--- src/rtl/vga_tile_arbiter.sv ---
// vga_tile_arbiter: shares the single-port tile RAM between the VGA tile
// fetch path (absolute priority), a handshaked tile writer and a hardware
// clear sequencer that fills the whole memory with one value.
module vga_tile_arbiter #(
   parameter int unsigned TILES_X = 100,
   parameter int unsigned TILES_Y = 75,
   parameter int unsigned DEPTH   = TILES_X * TILES_Y,
   parameter int unsigned AW      = 13,
   parameter int unsigned DW      = 8
) (
   input  logic          clk,
   input  logic          rst,
   input  logic          display_en,
   input  logic [10:0]   x_pos,
   input  logic [10:0]   y_pos,
   input  logic          wr_req,
   input  logic [AW-1:0] wr_addr,
   input  logic [DW-1:0] wr_data,
   output logic          wr_ack,
   input  logic          clear_start,
   input  logic [DW-1:0] clear_data,
   output logic          clear_busy,
   output logic          clear_done,
   output logic [AW-1:0] mem_addr,
   output logic          mem_we,
   output logic [DW-1:0] mem_wdata,
   input  logic [DW-1:0] mem_rdata,
   output logic [DW-1:0] tile_data,
   output logic          tile_valid
);

   typedef enum logic {IDLE, CLEAR} state_t;

   state_t        state, state_n;
   logic [AW-1:0] counter;
   logic [AW-1:0] addr_q;
   logic [AW-1:0] fetch_addr;
   logic [DW-1:0] clear_val;
   logic          pending;
   logic          fetch;
   logic          fetch_d1;
   logic          accept;
   logic          clear_wr;
   logic          last_wr;
   logic          unused_ypos_lsbs;

   // Pixel row within a tile does not affect the tile address.
   assign unused_ypos_lsbs = ^y_pos[2:0];

   // Fetch slot detection and tile address from the pixel position
   always_comb begin
      fetch      = display_en && (x_pos[2:0] == 3'd0);
      fetch_addr = AW'(32'(y_pos[10:3]) * TILES_X + 32'(x_pos[10:3]));
   end

   // Next state and RAM port mux: fetch first, then clear or writer
   always_comb begin
      state_n   = state;
      accept    = 1'b0;
      clear_wr  = 1'b0;
      last_wr   = 1'b0;
      mem_addr  = addr_q;
      mem_we    = 1'b0;
      mem_wdata = wr_data;
      wr_ack    = 1'b0;
      if (fetch) begin
         mem_addr = fetch_addr;
      end else begin
         case (state)
            IDLE: begin
               if (clear_start || pending) begin
                  accept  = 1'b1;
                  state_n = CLEAR;
               end else if (wr_req) begin
                  mem_addr = wr_addr;
                  mem_we   = 1'b1;
                  wr_ack   = 1'b1;
               end
            end
            CLEAR: begin
               clear_wr  = 1'b1;
               mem_addr  = counter;
               mem_we    = 1'b1;
               mem_wdata = clear_val;
               if (counter == AW'(DEPTH - 1)) begin
                  last_wr = 1'b1;
                  state_n = IDLE;
               end
            end
            default: state_n = IDLE;
         endcase
      end
      if (rst) begin
         mem_addr  = '0;
         mem_we    = 1'b0;
         mem_wdata = '0;
         wr_ack    = 1'b0;
      end
   end

   // FSM state register
   always_ff @(posedge clk or posedge rst) begin
      if (rst) state <= IDLE;
      else     state <= state_n;
   end

   // Clear bookkeeping, pending request and held RAM address
   always_ff @(posedge clk or posedge rst) begin
      if (rst) begin
         counter    <= '0;
         pending    <= 1'b0;
         clear_val  <= '0;
         clear_busy <= 1'b0;
         clear_done <= 1'b0;
         addr_q     <= '0;
      end else begin
         addr_q     <= mem_addr;
         clear_done <= last_wr;
         // Fill value is taken from the pulse itself, even if acceptance
         // is deferred past a fetch slot.
         if (state == IDLE && clear_start && !pending) clear_val <= clear_data;
         if (accept) begin
            pending    <= 1'b0;
            counter    <= '0;
            clear_busy <= 1'b1;
         end else if (state == IDLE && clear_start && fetch) begin
            pending <= 1'b1;
         end
         if (clear_wr) begin
            counter <= counter + 1'b1;
            if (last_wr) clear_busy <= 1'b0;
         end
      end
   end

   // Display return path: RAM data arrives one cycle after the fetch slot
   always_ff @(posedge clk or posedge rst) begin
      if (rst) begin
         fetch_d1   <= 1'b0;
         tile_valid <= 1'b0;
         tile_data  <= '0;
      end else begin
         fetch_d1   <= fetch;
         tile_valid <= fetch_d1;
         if (fetch_d1) tile_data <= mem_rdata;
      end
   end

endmodule
--- config.mk ---
export PLATFORM = sky130hd
export DESIGN_NAME = vga_tile_arbiter
export DESIGN_NICKNAME = d
export VERILOG_FILES = /design/src/rtl/vga_tile_arbiter.sv
export SDC_FILE = /design/constraint.sdc
export NUM_CORES = 1
export LEC_CHECK = 0
export CORE_ASPECT_RATIO = 1.4
export CORE_MARGIN = 5
export CORE_UTILIZATION = 45
export DETAILED_ROUTE_END_ITERATION = 8
export PLACE_DENSITY = 0.77
export SYNTH_ARGS = -nofsm -noshare
export SYNTH_HDL_FRONTEND = slang
export SYNTH_SLANG_ARGS = --single-unit
--- constraint.sdc ---
create_clock -name clk -period 5.78 [get_ports clk]
set_clock_uncertainty 0.15 [all_clocks]
set_input_delay 1.156 -clock clk [delete_from_list [all_inputs] [get_ports clk]]
set_output_delay 1.156 -clock clk [all_outputs]
set_load 0.005 [all_outputs]
==> results of run 1 <==
what timing repair did:
item | 4_1_cts | 5_1_grt
setup endpoints to repair | 6 | 6
resized for setup | 30 | 11
pin swaps | 9 | 6
buffers inserted | 8 | 2
hold endpoints to repair | 0 | 0
where the power goes:
part           total, mW  internal (mW)  switching, mW  leakage [nW]
combinational      0.504          0.276          0.228          1.40
sequential         0.437          0.386         0.0515         0.616
clock              0.250          0.130          0.120        0.0548
total               1.19          0.792          0.399          2.07
worst paths after layout:
path	from	endpoint	slack (ns)	depth (start not counted)
max	y_pos[3]	mem_addr[8]	0.11	14
min	clear_val[4]	clear_val[4]	0.36	1
max reg2reg	pending	addr_q[8]	3.12	13
min reg2reg	clear_val[4]	clear_val[4]	0.36	1
max in group asynchronous	rst	addr_q[2]	3.63	4
min in group asynchronous	rst	addr_q[9]	1.44	4
per-layer routing:
metal  vias up  GRT usage (%)
met1      1447           21.8
met4         0           6.43
met3        17           3.34
met5         -              0
li1       1456              -
met2        78           37.6
Yosys cell counts (2+ instances only):
master	number
a211oi_1	8
a21o_1	2
a21oi_1	23
a31oi_1	3
and2_1	2
and3_1	3
buf_2	5
buf_4	2
clkbuf_1	7
dfrtp_1	48
fa_1	4
ha_1	29
inv_1	17
mux2_2	18
mux2i_1	16
nand2_1	45
nand3_1	7
nand4_1	6
nor2_1	25
nor2b_1	5
nor3_1	2
o211ai_1	3
o21a_1	4
o21ai_0	23
o31a_1	2
o31ai_1	2
or4b_1	2
xnor2_1	9
xor2_1	4
registers in the layout, summed over array words and instances (netlist names):
name	flops
tile_data	8
clear_busy	1
counter	13
clear_val	8
state	1
pending	1
tile_valid	1
clear_done	1
fetch_d1	1
addr_q	13
critical path, cell delays in order:
cell and delay [ns]:
clkdlybuf4s50_1 0.44, ha_1 0.21, ha_1 0.28, ha_1 0.30, inv_1 0.06, fa_1 0.53
inv_1 0.05, ha_2 0.27, o21a_1 0.18, o31a_1 0.15, a211oi_2 0.22, a21oi_1 0.09
nor2_2 0.20, clkdlybuf4s15_1 0.24
layout make-up:
type,instances,area [sq um],area share (%)
multi-input combinational,262,2010,42.9
sequential,48,1200,25.6
timing repair buffer,127,1180,25.1
tap,95,119,2.53
clock buffer,5,68.8,1.47
inverter,18,67.6,1.44
clock inverter,3,46.3,0.986
logic make-up after synthesis:
family | Yosys count | share of synthesized area (%)
AND/OR/NAND/NOR | 108 | 16.4
buffers and inverters | 34 | 4.59
XOR/XNOR | 13 | 3.51
adder cells (fa/ha/maj) | 33 | 13.6
flip-flops | 48 | 37.0
AO/OA/AOI/OAI | 74 | 13.7
multiplexers | 34 | 11.2
==> impl_metrics.csv, run 1 <==
group,metric,value,unit
floorplan,initial_core_util,46.5,%
yosys,yosysSeqAreaShare,37.0,%
min_path,hold_class,"register to register",
yosys,synth.area.top_cells,"dfrtp_1 37%, ha_1 11%, mux2_2 6.2%",
critical_path,crit_type,"primary input to output pin",
critical_path,cp-start-kind,"primary input",
critical_path,cp.arrival,4.37,ns
final_layout,syn_to_final_growth,44.6,%
timing,worst_slack,0.106,ns
placement,dpl.hpwl,6780,microns
pwr,ir_drop,0.000163,V
detailed_routing,wl_met3,409,microns
clock_network,htree_num_levels,2,
floorplan,core,6980,sq um
final_layout,final_util,67.3,%
yosys,synth_edf_count,0,
yosys,syn-cell-area,3250,sq um
floorplan,die_width,81.8,microns
yosys,synth_area_leader_cell,"dfrtp_1",
timing,worst_slew_pin_slew,0.933,ns
placement,io_buffer_count,94,
clock_network,max-clock-path-buffers,2,
global_routing,grt_pass1_vias,3117,
job,maxCapViolCount,0,
detailed_routing,routed_wl,8900,microns
timing,setup_viol,0,
global_routing,grt.total_usage,20.0,%
placement,gp_congestion,0.809,
placement,place_ws,-0.556,ns
run_status,outcome,"finished, final reports clean",
detailed_routing,wl_met1,3280,microns
critical_path,required,4.47,ns
global_routing,overflow,0,
yosys,syn_nets,441,
timing,relSlewSlack,37.8,%
pwr,power,1.19,mW
final_layout,final_common_cell,"clkdlybuf4s50_1",
timing,finalHoldViolations,0,
clock_network,cts_buffers,5,
placement,dp_cells,540,
global_routing,antenna_found_initial,0,
floorplan,boundaryPins,98,
final_layout,design_area,4700,sq um
yosys,syn_inst,344,
yosys,yosysWarnings,0,
timing,max_freq,176,MHz
yosys,avgSynthCellArea,9.44,sq um
timing,min_period,5.67,ns
clock_network,clockRootBuffer,"clkbuf_8",
detailed_routing,vias,2998,
timing,whs,0.364,ns
detailed_routing,drt-initial-drc-count,214,
clock_network,worstSkewPairLatency,0.31,ns
clock_network,clkSinkCount,48,
detailed_routing,wl_met2,5010,microns
final_layout,instances_no_fill,558,
final_layout,layout-drive-gt1-share,18.1,%
critical_path,end_kind,"output pin",
placement,place_area,4400,sq um
detailed_routing,wl_per_cell,15.9,microns
timing,fin_crit_sh,98.2,%
detailed_routing,ant_nets,0,
final_layout,final_cell_mix,"84 x clkdlybuf4s50_1, 48 x dfrtp_1, 45 x nand2_1, 33 x buf_4, 24 x nor2_1",
clock_network,postCtsHoldBufs,0,
floorplan,fp.dieH,111,microns
yosys,ys_ff_latch,48,
pwr,pwr_density_cell,254,nW/um^2
final_layout,nFillCells,550,
critical_path,worstPathMaxFanout,3,
detailed_routing,drt_pass1_iterations,6,
timing,slew_violations,0,
yosys,ys_types,47,
yosys,postSynth.asyncResetShare,100,%
floorplan,rows,36,
global_routing,grt_max_degree,49,
timing,timing.setup.tns,0,ns
final_layout,fin_nets,559,
yosys,synth_top_area_share,37.0,%
detailed_routing,vias_per_cell,5.37,
pwr,leakage,2.07,nW
detailed_routing,drc,0,
clock_network,cts_tree,"done",
floorplan,die_area,9040,sq um
clock_network,cts.clk_slew.worst_paths,0.09,ns
global_routing,grt_pass1_wl,14400,microns
final_layout,antennaDiodeCount,0,
detailed_routing,top_layer_used,"met4",
yosys,synth_flop_cell,"dfrtp_1",
Power figures use the tool's default switching activity.
==> run 2: changes to the inputs <==
--- a/config.mk
+++ b/config.mk
@@ -8,6 +8,7 @@
 export CORE_ASPECT_RATIO = 1.4
 export CORE_MARGIN = 5
 export CORE_UTILIZATION = 45
+export CTS_CLUSTER_DIAMETER = 150
 export DETAILED_ROUTE_END_ITERATION = 8
 export PLACE_DENSITY = 0.77
 export SYNTH_ARGS = -nofsm -noshare
==> results of run 2 <==
Same layout as run 1: the final DEF is identical, and so are final timing and power.
